## config.mk

```make
export PLATFORM = sky130hd
export DESIGN_NAME = emu_transactor_flat
export DESIGN_NICKNAME = d
export VERILOG_FILES = /design/src/rtl/emu_transactor_if.sv /design/src/rtl/emu_transactor.sv /design/src/flat_wrapper.sv
export SDC_FILE = /design/constraint.sdc
export NUM_CORES = 1
export LEC_CHECK = 0
export BUFFER_PORTS_ARGS = -buffer_cell sky130_fd_sc_hd__buf_2
export CORE_UTILIZATION = 29
export DETAILED_ROUTE_END_ITERATION = 10
export GPL_TIMING_DRIVEN = 1
export PLACE_DENSITY = 0.53
export SLEW_MARGIN = 30
export SYNTH_ARGS = -nofsm -noshare
export SYNTH_HDL_FRONTEND = slang
export SYNTH_SLANG_ARGS = --single-unit
```

## constraint.sdc

```tcl
create_clock -name clk_emu -period 4.2 [get_ports clk_emu]
set_input_delay 0.63 -clock clk_emu [delete_from_list [all_inputs] [get_ports clk_emu]]
set_output_delay 0.63 -clock clk_emu [all_outputs]
set_load 0.03 [all_outputs]
```

## src/rtl/emu_transactor_if.sv

```systemverilog
// Host-side byte bus of the emulation transactor: write/load/get commands in,
// registered read data and run status out.
interface emu_transactor_if #(
  parameter int ADDR_W = 3
);
  logic [7:0]        Din_emu;
  logic [7:0]        Dout_emu;
  logic [ADDR_W-1:0] Addr_emu;
  logic              we_emu;
  logic              load_emu;
  logic              get_emu;
  logic              busy_emu;
  logic              done_emu;

  modport master (
    output Din_emu, Addr_emu, we_emu, load_emu, get_emu,
    input  Dout_emu, busy_emu, done_emu
  );

  modport slave (
    input  Din_emu, Addr_emu, we_emu, load_emu, get_emu,
    output Dout_emu, busy_emu, done_emu
  );
endinterface

```

## src/rtl/emu_transactor.sv

```systemverilog
// Co-emulation transactor: host-loaded stimulus bytes, N-cycle DUT runs via dut_ce, auto capture.
// Optional EMU_MONITOR_EN adds clk_LED driven by bit 3 of a DUT-cycle counter.
module emu_transactor #(
  parameter int NUM_STIM_BYTES = 4,
  parameter int NUM_OUT_BYTES  = 3,
  parameter int ADDR_W         = 3
) (
  input  logic                        clk_emu,
  input  logic                        rst_emu,
  emu_transactor_if.slave             host,
  output logic [8*NUM_STIM_BYTES-1:0] dut_in,
  input  logic [8*NUM_OUT_BYTES-1:0]  dut_out,
`ifdef EMU_MONITOR_EN
  output logic                        clk_LED,
`endif
  output logic                        dut_ce
);

  localparam logic [1:0] S_IDLE = 2'd0;
  localparam logic [1:0] S_RUN  = 2'd1;
  localparam logic [1:0] S_CAPT = 2'd2;

  logic [1:0]                         state_q, state_d;
  logic [7:0]                         cnt_q, cnt_d;
  logic [7:0]                         dout_q, dout_d;
  logic [NUM_STIM_BYTES-1:0][7:0]     stim_q, stim_d;
  logic [NUM_OUT_BYTES-1:0][7:0]      vect_q, vect_d;
  logic [8*NUM_STIM_BYTES-1:0]        dut_in_q, dut_in_d;
  logic [8*NUM_STIM_BYTES-1:0]        stim_flat;
  logic [NUM_OUT_BYTES-1:0][7:0]      cap;

  // Byte k sits at the k-th byte from the MSB end on both DUT buses.
  for (genvar k = 0; k < NUM_STIM_BYTES; k++) begin : g_stim_map
    assign stim_flat[8*(NUM_STIM_BYTES-k)-1 -: 8] = stim_q[k];
  end

  for (genvar k = 0; k < NUM_OUT_BYTES; k++) begin : g_cap_map
    assign cap[k] = dut_out[8*(NUM_OUT_BYTES-k)-1 -: 8];
  end

  always_comb begin
    state_d  = state_q;
    cnt_d    = cnt_q;
    stim_d   = stim_q;
    vect_d   = vect_q;
    dut_in_d = dut_in_q;
    dout_d   = 8'h00;

    // Host writes land in any state so the next vector can be staged mid-run.
    for (int k = 0; k < NUM_STIM_BYTES; k++) begin
      if (host.we_emu && host.Addr_emu == ADDR_W'(k))
        stim_d[k] = host.Din_emu;
    end

    case (state_q)
      S_IDLE: begin
        if (host.load_emu) begin
          dut_in_d = stim_flat;
          cnt_d    = host.Din_emu;
          state_d  = (host.Din_emu != 8'd0) ? S_RUN : S_CAPT;
        end else if (host.get_emu) begin
          vect_d = cap;
        end
      end
      S_RUN: begin
        cnt_d = cnt_q - 8'd1;
        if (cnt_q == 8'd1)
          state_d = S_CAPT;
      end
      S_CAPT: begin
        vect_d  = cap;
        state_d = S_IDLE;
      end
      default: state_d = S_IDLE;
    endcase

    for (int k = 0; k < NUM_OUT_BYTES; k++) begin
      if (host.Addr_emu == ADDR_W'(k))
        dout_d = vect_q[k];
    end
  end

  always_ff @(posedge clk_emu or posedge rst_emu) begin
    if (rst_emu) begin
      state_q  <= S_IDLE;
      cnt_q    <= '0;
      dout_q   <= '0;
      stim_q   <= '0;
      vect_q   <= '0;
      dut_in_q <= '0;
    end else begin
      state_q  <= state_d;
      cnt_q    <= cnt_d;
      dout_q   <= dout_d;
      stim_q   <= stim_d;
      vect_q   <= vect_d;
      dut_in_q <= dut_in_d;
    end
  end

  assign dut_in        = dut_in_q;
  assign dut_ce        = (state_q == S_RUN);
  assign host.busy_emu = (state_q != S_IDLE);
  assign host.done_emu = (state_q == S_CAPT);
  assign host.Dout_emu = dout_q;

`ifdef EMU_MONITOR_EN
  logic [3:0] led_q, led_d;

  always_comb begin
    led_d = led_q;
    if (dut_ce)
      led_d = led_q + 4'd1;
  end

  always_ff @(posedge clk_emu or posedge rst_emu) begin
    if (rst_emu) led_q <= '0;
    else         led_q <= led_d;
  end

  assign clk_LED = led_q[3];
`endif

endmodule

```

## src/flat_wrapper.sv

```systemverilog
// flat-port wrapper written by rule: the top's interface ports become plain ports
module emu_transactor_flat 
#(
  parameter int NUM_STIM_BYTES = 4,
  parameter int NUM_OUT_BYTES  = 3,
  parameter int ADDR_W         = 3
)
  (clk_emu, rst_emu, dut_in, dut_out, dut_ce, host_Din_emu, host_Addr_emu, host_we_emu, host_load_emu, host_get_emu, host_Dout_emu, host_busy_emu, host_done_emu);
  emu_transactor_if #(.ADDR_W(ADDR_W)) host_i ();
  input  logic clk_emu;
  input  logic rst_emu;
  output logic [8*NUM_STIM_BYTES-1:0] dut_in;
  input  logic [8*NUM_OUT_BYTES-1:0] dut_out;
  output logic dut_ce;
  input wire logic [$bits(host_i.Din_emu)-1:0] host_Din_emu;
  input wire logic [$bits(host_i.Addr_emu)-1:0] host_Addr_emu;
  input wire logic [$bits(host_i.we_emu)-1:0] host_we_emu;
  input wire logic [$bits(host_i.load_emu)-1:0] host_load_emu;
  input wire logic [$bits(host_i.get_emu)-1:0] host_get_emu;
  output wire logic [$bits(host_i.Dout_emu)-1:0] host_Dout_emu;
  output wire logic [$bits(host_i.busy_emu)-1:0] host_busy_emu;
  output wire logic [$bits(host_i.done_emu)-1:0] host_done_emu;
  assign host_i.Din_emu = host_Din_emu;
  assign host_i.Addr_emu = host_Addr_emu;
  assign host_i.we_emu = host_we_emu;
  assign host_i.load_emu = host_load_emu;
  assign host_i.get_emu = host_get_emu;
  assign host_Dout_emu = host_i.Dout_emu;
  assign host_busy_emu = host_i.busy_emu;
  assign host_done_emu = host_i.done_emu;
  emu_transactor #(.NUM_STIM_BYTES(NUM_STIM_BYTES), .NUM_OUT_BYTES(NUM_OUT_BYTES), .ADDR_W(ADDR_W)) u_core (.clk_emu(clk_emu), .rst_emu(rst_emu), .host(host_i), .dut_in(dut_in), .dut_out(dut_out), .dut_ce(dut_ce));
endmodule
```

After elaboration in Yosys (flattened, before gate mapping)
Cells that the tools add are included.
{"block": "op_classes", "add_sub_neg": 1, "multipliers": 0, "n_div": 0, "magnitude_cmp": 0, "eq_ne": 10, "shifts": 0, "n_mux": 12, "bitwise": 0, "reduce_logical": 14}
{"cell": "24-bit 2-to-1 mux", "count": 2}
{"cell": "24-bit case mux with 2 select lines", "count": 1}
{"cell": "8-bit 2-to-1 mux", "count": 4}
{"cell": "8-bit case mux with 2 select lines", "count": 1}
{"cell": "8-bit by 1-bit == test with 1-bit output, second input constant", "count": 1}
{"cell": "8-bit nonzero test", "count": 1}
{"cell": "8-bit by 1-bit subtractor with 8-bit output, second input constant", "count": 1}
{"cell": "3-bit by 2-bit == test with 1-bit output, second input constant", "count": 2}
{"cell": "2-bit 2-to-1 mux", "count": 3}
{"cell": "2-bit inequality test, second input constant", "count": 3}
{"cell": "2-bit AND reduction", "count": 3}
{"cell": "2-bit nonzero test", "count": 3}
{"cell": "1-bit logical AND", "count": 4}
{"cell": "2-bit case mux with 2 select lines", "count": 1}
{"cell": "3-bit by 1-bit == test with 1-bit output, second input constant", "count": 1}
{"cell": "3-bit zero test", "count": 1}
{"cell": "3-bit AND reduction", "count": 1}
{"cell": "2-bit by 1-bit == test with 1-bit output, second input constant", "count": 1}
{"cell": "2-bit == test, second input constant", "count": 1}
{"cell": "2-bit zero test", "count": 1}
{"cell": "2-bit by 1-bit inequality test with 1-bit output, second input constant", "count": 1}
{"block": "totals", "regBits": 106, "latchBits": 0, "ramBits": 0, "romBits": 0, "in_bits": 40, "output_inout_bits": 43, "wordCells": 48, "mem_count": 0}

Depth between registers and ports, before layout
{"block": "depth", "word_depth": 4, "depth_mapped": 6, "mapped_depth_nobuf": 5}

Worst setup path before layout
Ideal clock, no wire load.
{"block": "synth_path", "path_kind": "input to register", "from": "in host_Addr_emu[2]", "to": "reg u_core.stim_q, in the netlist u_core.stim_flat[10]", "setup_time_ps": 125, "arrival_ps": 1784, "path_slack_ps": 2291, "stages": 4, "path_cell_list": "buf_2 -> nand2b_1 -> nor3b_2 -> mux2_2"}
{"block": "synth_between", "elab_chain_len": 2}
{"item": "from (decl)", "line": "flat_wrapper.sv:16", "rtl": "input wire logic [$bits(host_i.Addr_emu)-1:0] host_Addr_emu;"}
{"item": "3-bit by 2-bit == test with 1-bit output", "line": "emu_transactor.sv:51", "rtl": "if (host.we_emu && host.Addr_emu == ADDR_W'(k))"}
{"item": "1-bit logical AND", "line": "emu_transactor.sv:51"}
{"item": "to (signal assigned)", "line": "emu_transactor.sv:95", "rtl": "stim_q <= stim_d;"}
{"item": "to (decl)", "line": "emu_transactor.sv:26", "rtl": "logic [NUM_STIM_BYTES-1:0][7:0] stim_q, stim_d;"}
Every way passes these cells.
A chain may end at the register's enable or synchronous reset.

Final worst setup path
{"block": "layout_path", "from": "in host_Addr_emu[0]", "to": "reg u_core.stim_q, in the netlist u_core.stim_flat[22]"}
{"block": "layout_between", "elab_chain_len": 2}
{"item": "3-bit by 1-bit == test with 1-bit output", "line": "emu_transactor.sv:51"}
{"item": "1-bit logical AND", "line": "emu_transactor.sv:51"}
Every way passes these cells.

==> flow_summary.rst <==
.. list-table::
   :header-rows: 1

   * - Metric
     - Value
   * - Internal portion of total power
     - approximately 2400 uW
   * - I/O Buffers
     - 82
   * - Worst slack after detailed placement
     - 1.615 ns
   * - Violations in the final reports
     - design-rule violations
   * - Worst-Skew Late Latency
     - between 0.3 and 0.4 ns
   * - Post-layout instance area
     - 5318 sq um
   * - Part of the power in the clock network
     - a little over a quarter
   * - Avg Vias per Cell
     - between 4 and 5
   * - TritonCTS clock tree
     - done
   * - CTS H-tree lvls
     - 3
   * - Slew Limit Headroom
     - 46.23%
   * - Die boundary width
     - around 120 microns
   * - Finish-stage setup viols
     - 0
   * - Area overhead of the layout relative to synthesis
     - 21.67%
   * - Synth Area per Inst
     - around 12 sq um
   * - Fraction of final layout cells sized beyond drive strength 1
     - approximately 37%
   * - Part of the power in combinational logic
     - 30.1%
   * - Syn Std Cell Area
     - between 4000 and 5000 sq um
   * - Chip Height
     - approximately 120 microns
   * - Most common flop cell mapped by yosys
     - sky130_fd_sc_hd__dfrtp_1
   * - IR drop worst, VDD
     - 0.0002741 V
   * - Nets in the synthesized netlist
     - about 410
   * - Number of global-route vias before repair
     - 3112
   * - Number of flops mapped to enable cells by yosys
     - 0
   * - Layout net count
     - roughly 490
   * - Sequential fraction of the synthesis area
     - between 60 and 70%
   * - 1st-pass router iterations
     - 7
   * - Cell Pwr Density
     - between 600 and 700 nW/um^2
   * - Total number of vias
     - approximately 2900
   * - Fin. max-slew vios
     - 0
   * - Core footprint
     - 14640 sq um
   * - Remaining routing DRC violations
     - 8
   * - WL final
     - 9811 microns
   * - Number of unique standard cell types used by synthesis
     - 38
   * - Final Power
     - about 3600 uW
   * - PostCTS Resize Cnt
     - 0
   * - Largest net degree at the start of global routing
     - a little over 60
   * - Worst slew pin tran
     - about 0.81 ns
   * - Seq pwr share
     - between 40% and 50%
   * - Largest fanout on the critical path
     - 12
   * - Minimum clock period
     - 2.209 ns
   * - Kind of critical path
     - input port to flip-flop
   * - Detail Route met3 WL
     - approximately 760 microns
   * - Initial Util
     - roughly 30%
   * - CP Launch Type
     - input port
   * - Unrepaired setup endpoints after global routing
     - no
   * - Proportion of register bits with asynchronous set or reset after synthesis
     - between 90% and 100%
   * - Clock tree buffer depth
     - 2
   * - Run status
     - finished with violations
   * - # Max-Cap Violations
     - 0
   * - Sum of negative setup slack
     - 0 ns
   * - Uppermost layer routed
     - met4
   * - Final antenna-violating net count
     - 0
   * - Setup Buffers After CTS
     - 0
   * - Overflow left after global routing
     - 0
   * - Area leader, netlist
     - sky130_fd_sc_hd__dfrtp_1
   * - Antenna diodes
     - 0
   * - Min-Delay Path Class
     - input port to async pin
   * - Routed length per instance
     - ~15 microns
   * - Number of register bits inferred by synthesis
     - approximately 110
   * - IO Pins
     - 83
   * - P_leak
     - ~0.0026 uW
   * - Clock Skews
     - around 0.0046 ns
   * - Post-Syn Instances
     - 367
   * - Critical Path AT
     - approximately 2.4 ns
   * - Clock root buffer
     - sky130_fd_sc_hd__clkbuf_16
   * - NetSw
     - approximately 1200 uW
   * - Post-CTS clock slew at the launch and capture registers of the worst setup and hold paths
     - around 0.070 ns
   * - Post-route core utilization
     - 36.31%
   * - Area enclosed by the die boundary
     - between 15000 and 20000 sq um
   * - PnR worst setup slack
     - roughly 2.0 ns
   * - Sw Ratio
     - roughly a third
   * - Tcrit/Tclk final
     - between 50% and 60%
   * - Initial drt markers
     - 160
   * - Data required time at the worst endpoint
     - approximately 4.4 ns
   * - Dpl cell area
     - 4975 sq um
   * - Total clock buffers created by CTS
     - 9
   * - Placement Rows
     - 44
   * - Largest cells by area after synthesis
     - sky130_fd_sc_hd__dfrtp_1 (61%), sky130_fd_sc_hd__mux2_2 (14%), sky130_fd_sc_hd__nand2_1 (8.9%)
   * - Maximum clock rate
     - 0.4527 GHz
   * - Count of endpoints failing hold in the final timing report
     - 0
   * - Crit end category
     - flip-flop
   * - Met2 layer wire length in the routed design
     - between 4000 and 5000 microns
   * - Metal1 wirelength
     - 4486 microns
   * - TritonCTS Sinks
     - ~110
   * - CTS hold repair buffers
     - 0
   * - Total track usage
     - between 10% and 20%
   * - Fraction of synthesized cell area taken by the top area cell type
     - between 60% and 70%
   * - HPWL after detailed placement
     - around 6800 microns
   * - First-pass GRT wire length
     - around 16000 microns
   * - Antenna violations before repair
     - 1
   * - RePlAce Congestion
     - ~0.76
   * - Total number of yosys warnings
     - 0
per-layer routing:
layer,vias to the layer above,track usage [%]
met3,8,5.412
li1,1408,-
met2,79,21.48
met5,-,0
met4,0,3.704
met1,1453,17.43
cell families after synthesis:
group,count (synthesis),share of synthesized area (%)
adders and majority gates,2,0.5725
and+or+nand+nor,145,15.00
AOI/OAI and AO/OA,24,4.552
muxes,66,16.72
DFF,106,60.69
buffers and inverters,24,2.462
final timing paths:
check	start	to	slack [ns]	cells past startpoint
worst min-delay path	rst_emu	u_core.dut_in[9]$_DFFE_PP0P_	0.43	2
min in group clk_emu	u_core.stim_flat[26]$_DFFE_PP0P_	u_core.dut_in[26]$_DFFE_PP0P_	0.47	2
worst max-delay path	host_Addr_emu[0]	u_core.stim_flat[22]$_DFFE_PP0P_	1.99	4
worst min register to register	u_core.stim_flat[26]$_DFFE_PP0P_	u_core.dut_in[26]$_DFFE_PP0P_	0.47	2
worst max register to register	u_core.state_q[0]$_DFFE_PP0P_	u_core.cnt_q[2]$_DFFE_PP0P_	2.30	4
max in group asynchronous	rst_emu	u_core.dut_in[31]$_DFFE_PP0P_	2.92	3
power by group through the flow:
stage | Sequential [uW] | Clock (uW) | Combinational, uW
final | 1590 | 953 | 1100
after global routing | 1640 | 1030 | 1210
after CTS | 1590 | 982 | 1110
after detailed placement | 1610 | 0 | 1110
after global placement | 1600 | 0 | 1090
after floorplan | 1760 | 0 | 628
through the flow:
step,hold slack [ns],cells
after floorplan,0.4331,367
after global placement,0.4476,620
after detailed placement,0.4494,620
after CTS,0.4593,636
after global routing,0.4839,636
final,0.4320,636
critical path, cell delays in order:
cell and delay, ns:
sky130_fd_sc_hd__buf_2 0.21, sky130_fd_sc_hd__nor2b_1 0.51, sky130_fd_sc_hd__nor2b_1 0.67, sky130_fd_sc_hd__mux2_2 0.41
sequential cells by signal, summed over array words and instances, names as in the netlist:
register,cells
u_core.dut_in,32
u_core.stim_flat,32
u_core.vect_q,24
u_core.cnt_q,8
u_core.host.Dout_emu,8
u_core.state_q,2
synth_stat cells, types with 4 or more instances:
| cell type | count |
|---|---|
| sky130_fd_sc_hd__mux2_2 | 56 |
| sky130_fd_sc_hd__clkbuf_1 | 9 |
| sky130_fd_sc_hd__nor3b_1 | 4 |
| sky130_fd_sc_hd__inv_1 | 6 |
| sky130_fd_sc_hd__dfrtp_1 | 106 |
| sky130_fd_sc_hd__nand3_1 | 4 |
| sky130_fd_sc_hd__buf_2 | 8 |
| sky130_fd_sc_hd__a2bb2oi_1 | 7 |
| sky130_fd_sc_hd__nand2_1 | 104 |
| sky130_fd_sc_hd__mux2i_1 | 10 |
| sky130_fd_sc_hd__nor2_1 | 11 |
| sky130_fd_sc_hd__o211ai_1 | 6 |
layout make-up:
type / instances / area, sq um
Tap cell: 184 / 230.2
Fill cell: 1480 / 9326
Timing Repair Buffer: 87 / 447.9
Multi-Input combinational cell: 237 / 1619
Clock inverter: 7 / 117.6
Inverter: 6 / 25.02
Sequential cell: 106 / 2653
Clock buffer: 9 / 225.2
cells in the final DEF, fill, tap and decap left out, types with 3 or more instances in the layout:
master,count
sky130_fd_sc_hd__clkbuf_16,9
sky130_fd_sc_hd__nand2_1,104
sky130_fd_sc_hd__nand3_1,4
sky130_fd_sc_hd__nor2b_1,3
sky130_fd_sc_hd__dfrtp_1,106
sky130_fd_sc_hd__o211ai_1,6
sky130_fd_sc_hd__a2bb2oi_1,7
sky130_fd_sc_hd__buf_4,5
sky130_fd_sc_hd__inv_1,5
sky130_fd_sc_hd__nor2_1,11
sky130_fd_sc_hd__nand2b_1,3
sky130_fd_sc_hd__bufinv_16,3
sky130_fd_sc_hd__nor3b_1,3
sky130_fd_sc_hd__mux2i_1,10
sky130_fd_sc_hd__buf_2,82
sky130_fd_sc_hd__mux2_2,56
Note: power is estimated with default switching activity, not from simulation.
